**config.mk**
```make
export PLATFORM = sky130hd
export DESIGN_NAME = multiplier_block_seq
export DESIGN_NICKNAME = d
export VERILOG_FILES = /design/src/rtl/multiplier_block_seq.sv
export SDC_FILE = /design/constraint.sdc
export NUM_CORES = 1
export LEC_CHECK = 0
export BUFFER_PORTS_ARGS = -buffer_cell sky130_fd_sc_hd__buf_4
export CORE_MARGIN = 2
export CORE_UTILIZATION = 54
export CTS_CLUSTER_DIAMETER = 60
export DETAILED_ROUTE_END_ITERATION = 16
export GPL_TIMING_DRIVEN = 0
export HOLD_SLACK_MARGIN = 0.12
export PLACE_DENSITY = 0.82
export SLEW_MARGIN = 20
export SYNTH_ARGS = -nofsm -noshare
export SYNTH_HDL_FRONTEND = slang
export SYNTH_SLANG_ARGS = --single-unit
```
**constraint.sdc**
```tcl
create_clock -name clk -period 3.12 [get_ports clk]
set_input_delay 0.624 -clock clk [delete_from_list [all_inputs] [get_ports clk]]
set_output_delay 0.624 -clock clk [all_outputs]
set_load 0.02 [all_outputs]
```
**src/rtl/multiplier_block_seq.sv**
```systemverilog
`default_nettype none
// ============================================================================
// multiplier_block_seq : sequential shift-add constant multiplier, one CONST
// bit per clock.  Optional o_ovf port under `MULTIPLIER_BLOCK_SEQ_OVF_EN.
// Revision: 1.0
// ============================================================================
module multiplier_block_seq #(
   parameter int unsigned WIDTH   = 32,
   parameter int unsigned CONST   = 16479,
   parameter int unsigned CONST_W = 32
) (
   input  logic             clk,
   input  logic             rst_n,
   input  logic             i_valid,
   output logic             i_ready,
   input  logic [WIDTH-1:0] i_data0,
   output logic             o_valid,
   input  logic             o_ready,
   output logic [WIDTH-1:0] o_data0,
`ifdef MULTIPLIER_BLOCK_SEQ_OVF_EN
   output logic             o_ovf,
`endif
   output logic             o_busy
);

   localparam int unsigned ACC_W = WIDTH + CONST_W;
   localparam int unsigned IDX_W = (CONST_W > 1) ? $clog2(CONST_W) : 1;
   localparam logic [CONST_W-1:0] C_VEC = CONST_W'(CONST);

   function automatic int unsigned msb_pos_f(input logic [CONST_W-1:0] v);
      int unsigned p;
      p = 0;
      for (int i = 0; i < CONST_W; i++) begin
         if (v[i]) p = i;
      end
      return p;
   endfunction

   localparam int unsigned    MSB_POS = msb_pos_f(C_VEC);
   localparam logic [IDX_W-1:0] MSB_IDX = IDX_W'(MSB_POS);

   localparam logic [1:0] S_IDLE = 2'd0;
   localparam logic [1:0] S_RUN  = 2'd1;
   localparam logic [1:0] S_DONE = 2'd2;

   logic [1:0]       state_q, state_d;
   logic [ACC_W-1:0] xs_q, xs_d;
   logic [ACC_W-1:0] acc_q, acc_d;
   logic [IDX_W-1:0] idx_q, idx_d;
   logic [WIDTH-1:0] data_q, data_d;
   logic [ACC_W-1:0] sum;
`ifdef MULTIPLIER_BLOCK_SEQ_OVF_EN
   logic             ovf_q, ovf_d;
`endif

   always_comb begin
      state_d = state_q;
      xs_d    = xs_q;
      acc_d   = acc_q;
      idx_d   = idx_q;
      data_d  = data_q;
`ifdef MULTIPLIER_BLOCK_SEQ_OVF_EN
      ovf_d   = ovf_q;
`endif
      // Partial sum including the current constant bit; doubles as the final product.
      sum     = acc_q + (C_VEC[idx_q] ? xs_q : {ACC_W{1'b0}});
      case (state_q)
         S_IDLE: begin
            if (i_valid) begin
               xs_d    = {{CONST_W{1'b0}}, i_data0};
               acc_d   = '0;
               idx_d   = '0;
               state_d = S_RUN;
            end
         end
         S_RUN: begin
            acc_d = sum;
            xs_d  = xs_q << 1;
            idx_d = idx_q + IDX_W'(1);
            if (idx_q == MSB_IDX) begin
               data_d  = sum[WIDTH-1:0];
`ifdef MULTIPLIER_BLOCK_SEQ_OVF_EN
               ovf_d   = |sum[ACC_W-1:WIDTH];
`endif
               state_d = S_DONE;
            end
         end
         S_DONE: begin
            if (o_ready) state_d = S_IDLE;
         end
         default: state_d = S_IDLE;
      endcase
   end

   always_ff @(posedge clk or negedge rst_n) begin
      if (!rst_n) begin
         state_q <= S_IDLE;
         xs_q    <= '0;
         acc_q   <= '0;
         idx_q   <= '0;
         data_q  <= '0;
`ifdef MULTIPLIER_BLOCK_SEQ_OVF_EN
         ovf_q   <= 1'b0;
`endif
      end else begin
         state_q <= state_d;
         xs_q    <= xs_d;
         acc_q   <= acc_d;
         idx_q   <= idx_d;
         data_q  <= data_d;
`ifdef MULTIPLIER_BLOCK_SEQ_OVF_EN
         ovf_q   <= ovf_d;
`endif
      end
   end

   assign i_ready = (state_q == S_IDLE);
   assign o_valid = (state_q == S_DONE);
   assign o_busy  = (state_q != S_IDLE);
   assign o_data0 = data_q;
`ifdef MULTIPLIER_BLOCK_SEQ_OVF_EN
   assign o_ovf   = ovf_q;
`endif

endmodule
`default_nettype wire
```
**Yosys cells after proc, flatten, opt, wreduce, memory -nomap -nowiden**

Memories as Yosys holds them, arrays and structs flattened.
Cells that the tools add are included.

- Add/subtract/negate cells: 2
- Order comparisons: 1
- Equal/unequal tests: 6
- Mux-type cells: 12
- Reduce and logical (&&, ||, !) cells: 6

Operators by type and width:

| kind | count |
|---|---|
| case mux 64 bit (2 select lines) | 2 |
| two-way mux 64 bit | 3 |
| adder 64 bit | 1 |
| case mux 5 bit (2 select lines) | 1 |
| < comparator 5 x 6 -> 1 bit (second input constant) | 1 |
| two-way mux 2 bit | 3 |
| case mux 2 bit (3 select lines) | 1 |
| adder 5 x 1 -> 5 bit (second input constant) | 1 |
| == test 5 x 4 -> 1 bit (second input constant) | 1 |
| two-way mux 5 bit | 1 |
| inequality test 2 bit (second input constant) | 2 |
| AND reduction 2 bit | 2 |
| nonzero test 2 bit | 2 |
| AND reduction 3 bit | 1 |
| == test 2 x 1 -> 1 bit (second input constant) | 1 |
| == test 2 bit (second input constant) | 1 |
| zero test 2 bit | 1 |
| inequality test 2 x 1 -> 1 bit (second input constant) | 1 |
| two-way mux 1 bit | 1 |

- Register bits: 167
- Bits in read-only memories: 32
- Bits of input ports: 36
- Output and inout port bits: 35
- Word-level logic and storage cells: 33
- Memories kept: 1

Memory list:

| name | words | bits a word | read ports | clocked after memory_dff | wr ports | line | RTL |
|---|---|---|---|---|---|---|---|
| (name not given) | 32 | 1 | 1 | 0 | 0 | 66 | `sum = acc_q + (C_VEC[idx_q] ? xs_q : {ACC_W{1'b0}});` |

**Depth between registers and ports, before layout**

- Depth after elaboration: 5
- Mapped depth: 15
- Gate-level depth less buffers: 14

**Least setup slack after synthesis**

OpenSTA, ideal clock, no wires.

- Path kind: flip-flop to flip-flop
- From: register idx_q[0]
- To: register data_q[18] (netlist: o_data0[18])
- Data arrival time: 3.289 ns
- Data required time: 2.995 ns
- Slack: -0.294 ns
- Stages on the path, launching flop included: 16
- Path through: dfrtp_1 -> inv_1 -> ha_1 -> a31oi_1 -> nor2_1 -> clkbuf_1 -> and2_1 -> ha_1 -> fa_1 -> a21o_1 -> a221oi_1 -> nor3_1 -> or2_2 -> a21oi_1 -> xnor2_1 -> mux2_2

- Cells in the longest elaborated chain, start to end: 4
- Elaborated cells on any way between the ends: 6
- Those cells by class: add/sub: 1; eq/ne: 1; mux: 2; reduce/logical: 1; memory: 1

RTL lines:

| item | line | RTL |
|---|---|---|
| start: declaration | 49 | `logic [IDX_W-1:0] idx_q, idx_d;` |
| start signal: assignment | 109 | `idx_q <= idx_d;` |
| memory (32 x 1 bit) | -- |  |
| two-way mux 1 bit (implied by the code) | 66 |  |
| two-way mux 64 bit | 66 |  |
| adder 64 bit | 66 |  |
| end signal: assignment | 110 | `data_q <= data_d;` |
| end: declaration | 50 | `logic [WIDTH-1:0] data_q, data_d;` |

Several ways; a longest one is shown, not always the timed one. The select of a mux whose other input is x is not followed.
A chain may end at the register's enable or synchronous reset.

**Final worst setup path**

- From: register idx_q[0]
- To: register acc_q[31]

- Cells in the longest elaborated chain, start to end: 5

RTL lines:

| item | line | RTL |
|---|---|---|
| memory (32 x 1 bit) | -- |  |
| two-way mux 1 bit (implied by the code) | 66 |  |
| two-way mux 64 bit | 66 |  |
| adder 64 bit | 66 |  |
| case mux 64 bit (2 select lines) | 67 | `case (state_q)` |
| end signal: assignment | 99 | `acc_q <= '0;` |
| end signal: assignment | 108 | `acc_q <= acc_d;` |
| end: declaration | 48 | `logic [ACC_W-1:0] acc_q, acc_d;` |

Every way passes these cells. The select of a mux whose other input is x is not followed.

==> impl_results.md <==
- I/O Buffers: 70
- DRC viols: 0
- Share of cells above drive strength 1: 0.263
- Worst vdd ir: 0.544 mV
- Arrival @ worst endpoint: 3.71 ns
- Final worst slack: -0.305 ns
- Routed Antenna Nets: 0
- Sequential area share after synthesis: 0.408
- Synthesized area per cell: 8.86 um^2
- Synth top cells by count: nand2_1, dfrtp_1, a21oi_1
- Clock root cell: clkbuf_16
- Hold Worst Slack: 0.394 ns
- Clock H-tree levels: 3
- Top post-synthesis cells by area: dfrtp_1, nand2_1, ha_1
- Cell area after layout: 8180 um^2
- Final Util: 0.716
- # rows: 39
- Routability cong.: 0.912
- Final hold viol count: 0
- Max Fanout on Critical Path: 7
- Slew headroom: 0.380
- Final WL: 18800 um
- Skew-Pair Late Insertion Delay: 0.36 ns
- Crit share post-route: 1.10
- Ports: 71
- Final #Nets: 898
- Post-synth EDFFs: 0
- Starting DRT DRC Count: 502
- Fmax: 292 MHz
- Max Cap Viol: 0
- Yosys cell types: 60
- Initial antenna violation count: 0
- Worst setup SP type: flip-flop
- Crit Path Class: reg -> reg
- CTS tree: done
- WL per Instance: 19.2 um
- Setup Skew: 0.0145 ns
- Status: complete, but fails checks
- Die Wd: 112 um
- Final Setup Violations: 34
- P_leak: 3.84 nW
- Power Density: 1320 nW/um^2
- Core footprint: 11400 um^2
- GRT Util Overall: 0.296
- Final global-route overflow total: 0
- Chip height: 112 um
- HP Class: in -> async
- Die area: 12600 um^2
- Violated checks: negative setup slack
- Pre-CTS setup slack: -0.650 ns
- Detailed Place HPWL: 12600 um
- # clock sinks: 103
- Least-Margin Pin Slew: 0.930 ns
- DR vias: 6099
- Fillcell total: 836
- Syn Nets: 783
- Reg clk slew, reported paths: 0.08 ns
- Synth area leader: dfrtp_1
- Drt via density: 6.25
- Required @ worst endpoint: 3.41 ns
- DP Area: 7080 um^2
- Fin crit period: 3.42 ns
- Initial Utilization: 0.553
- Synth Instances: 713
- DR pass1 iterations: 5
- Asr flop ratio synth: 1.00
- Max-slew violations: 0
- Count leader, synth: nand2_1
- Number of global-route vias before repair: 5866
- RSZ-0062 raised after global routing: true
- Top cell type's share of synthesized area: 0.408
- Synth Flop Type: dfrtp_1
- Ys Warns: 0
- Antenna Cells: 0
- Pin count of the biggest net entering global routing: 104
- Syn Std Cell Area: 6320 um^2
- Clock Path Buffers: 2
- Flops & latches, synth: 103
- Total CTS buffers: 9
- First-pass GRT wire length: 29900 um
- Crit. End Element: flip-flop
- Area Overhead vs Synth: 29.5%
-- flip-flops by register name, indices dropped and copies added (netlist names) --
name     count
idx_q        5
acc_q       32
xs_q        32
o_data0     32
state_q      2
-- power breakdown --
part	switching (mW)	internal [mW]
logic	3.94	3.20
clock network	0.527	0.669
registers	0.506	1.97
-- through the flow --
| step | setup TNS, ns | cells | power (mW) |
|---|---|---|---|
| final | -5.20 | 976 | 10.8 |
| after CTS | -2.77 | 966 | 10.1 |
| after floorplan | -0.0208 | 713 | 6.42 |
| after detailed placement | -13.91 | 926 | 7.94 |
| after global routing | -8.59 | 976 | 11.5 |
| after global placement | -12.06 | 926 | 7.71 |
-- final timing paths --
kind	start	to	slack [ns]	cells past startpoint
worst max-delay path	idx_q[0]$_DFFE_PN0P_	acc_q[31]$_DFFE_PN0P_	-0.30	15
worst min-delay path	rst_n	xs_q[8]$_DFFE_PN0P_	0.39	1
worst max register to register	idx_q[0]$_DFFE_PN0P_	acc_q[31]$_DFFE_PN0P_	-0.30	15
worst min register to register	o_data0[13]$_DFFE_PN0P_	o_data0[13]$_DFFE_PN0P_	0.48	2
max in group asynchronous	rst_n	idx_q[2]$_DFFE_PN0P_	2.08	1
min in group clk	o_ready	state_q[1]$_DFFE_PN0P_	0.45	2
-- final cells by class --
cell class	count	area (um^2)	area share
plain buffers	44	236	0.0289
inverters	11	41.3	0.00505
repair buffers	108	825	0.101
multi-input cells	551	4010	0.490
well taps	143	179	0.0219
clock buffers	12	256	0.0314
flip-flops and latches	103	2580	0.315
clock inverters	4	51.3	0.00627
-- cells by family after synthesis --
group / after synthesis / synth area share
AND/OR/NAND/NOR: 267 / 0.217
flip-flops: 103 / 0.408
XOR/XNOR: 27 / 0.0374
adder cells (fa/ha/maj): 34 / 0.0685
buffers and inverters: 59 / 0.0378
multiplexers: 9 / 0.0160
AO/OA/AOI/OAI: 214 / 0.215
-- per-layer routing --
metal / vias up / GRT usage / wire, um
met3: 50 / 0.0308 / 1440
met2: 324 / 0.478 / 8810
met4: 0 / 0.107 / 552
li1: 2794 / - / -
met1: 2931 / 0.420 / 7990
met5: - / 0 / 0
-- layout by cell type, fill, tap and decap left out, types with 8 or more instances in the layout --
cell / instances
xnor2_1: 16
and2_4: 9
o21ai_0: 51
a22o_1: 26
dfrtp_1: 101
buf_4: 105
ha_1: 15
ha_4: 14
a21o_1: 8
nor2_1: 16
nand2_1: 127
nand4_1: 15
a21oi_1: 56
inv_1: 10
clkbuf_16: 9
clkbuf_1: 32
and3b_1: 31
a21oi_2: 12
and2_1: 24
nand3_1: 9
-- critical path: stages, from the launching register on --
cell and delay [ns]:
dfrtp_2 0.41, inv_2 0.06, ha_4 0.16, a31oi_4 0.17
nor2_4 0.09, clkbuf_8 0.15, and2_1 0.19, ha_1 0.32
buf_6 0.14, nand2_1 0.09, o21a_4 0.23, or3_1 0.40
a31o_2 0.24, nand4_1 0.13, or4b_4 0.48, o211ai_2 0.07
-- what timing repair did --
action	CTS	global route
hold buffers	0	0
setup buffers	25	11
pin swaps	33	25
setup endpoints to repair	43	39
cloned	2	0
resized for setup	72	33
Power figures use the tool's default switching activity.
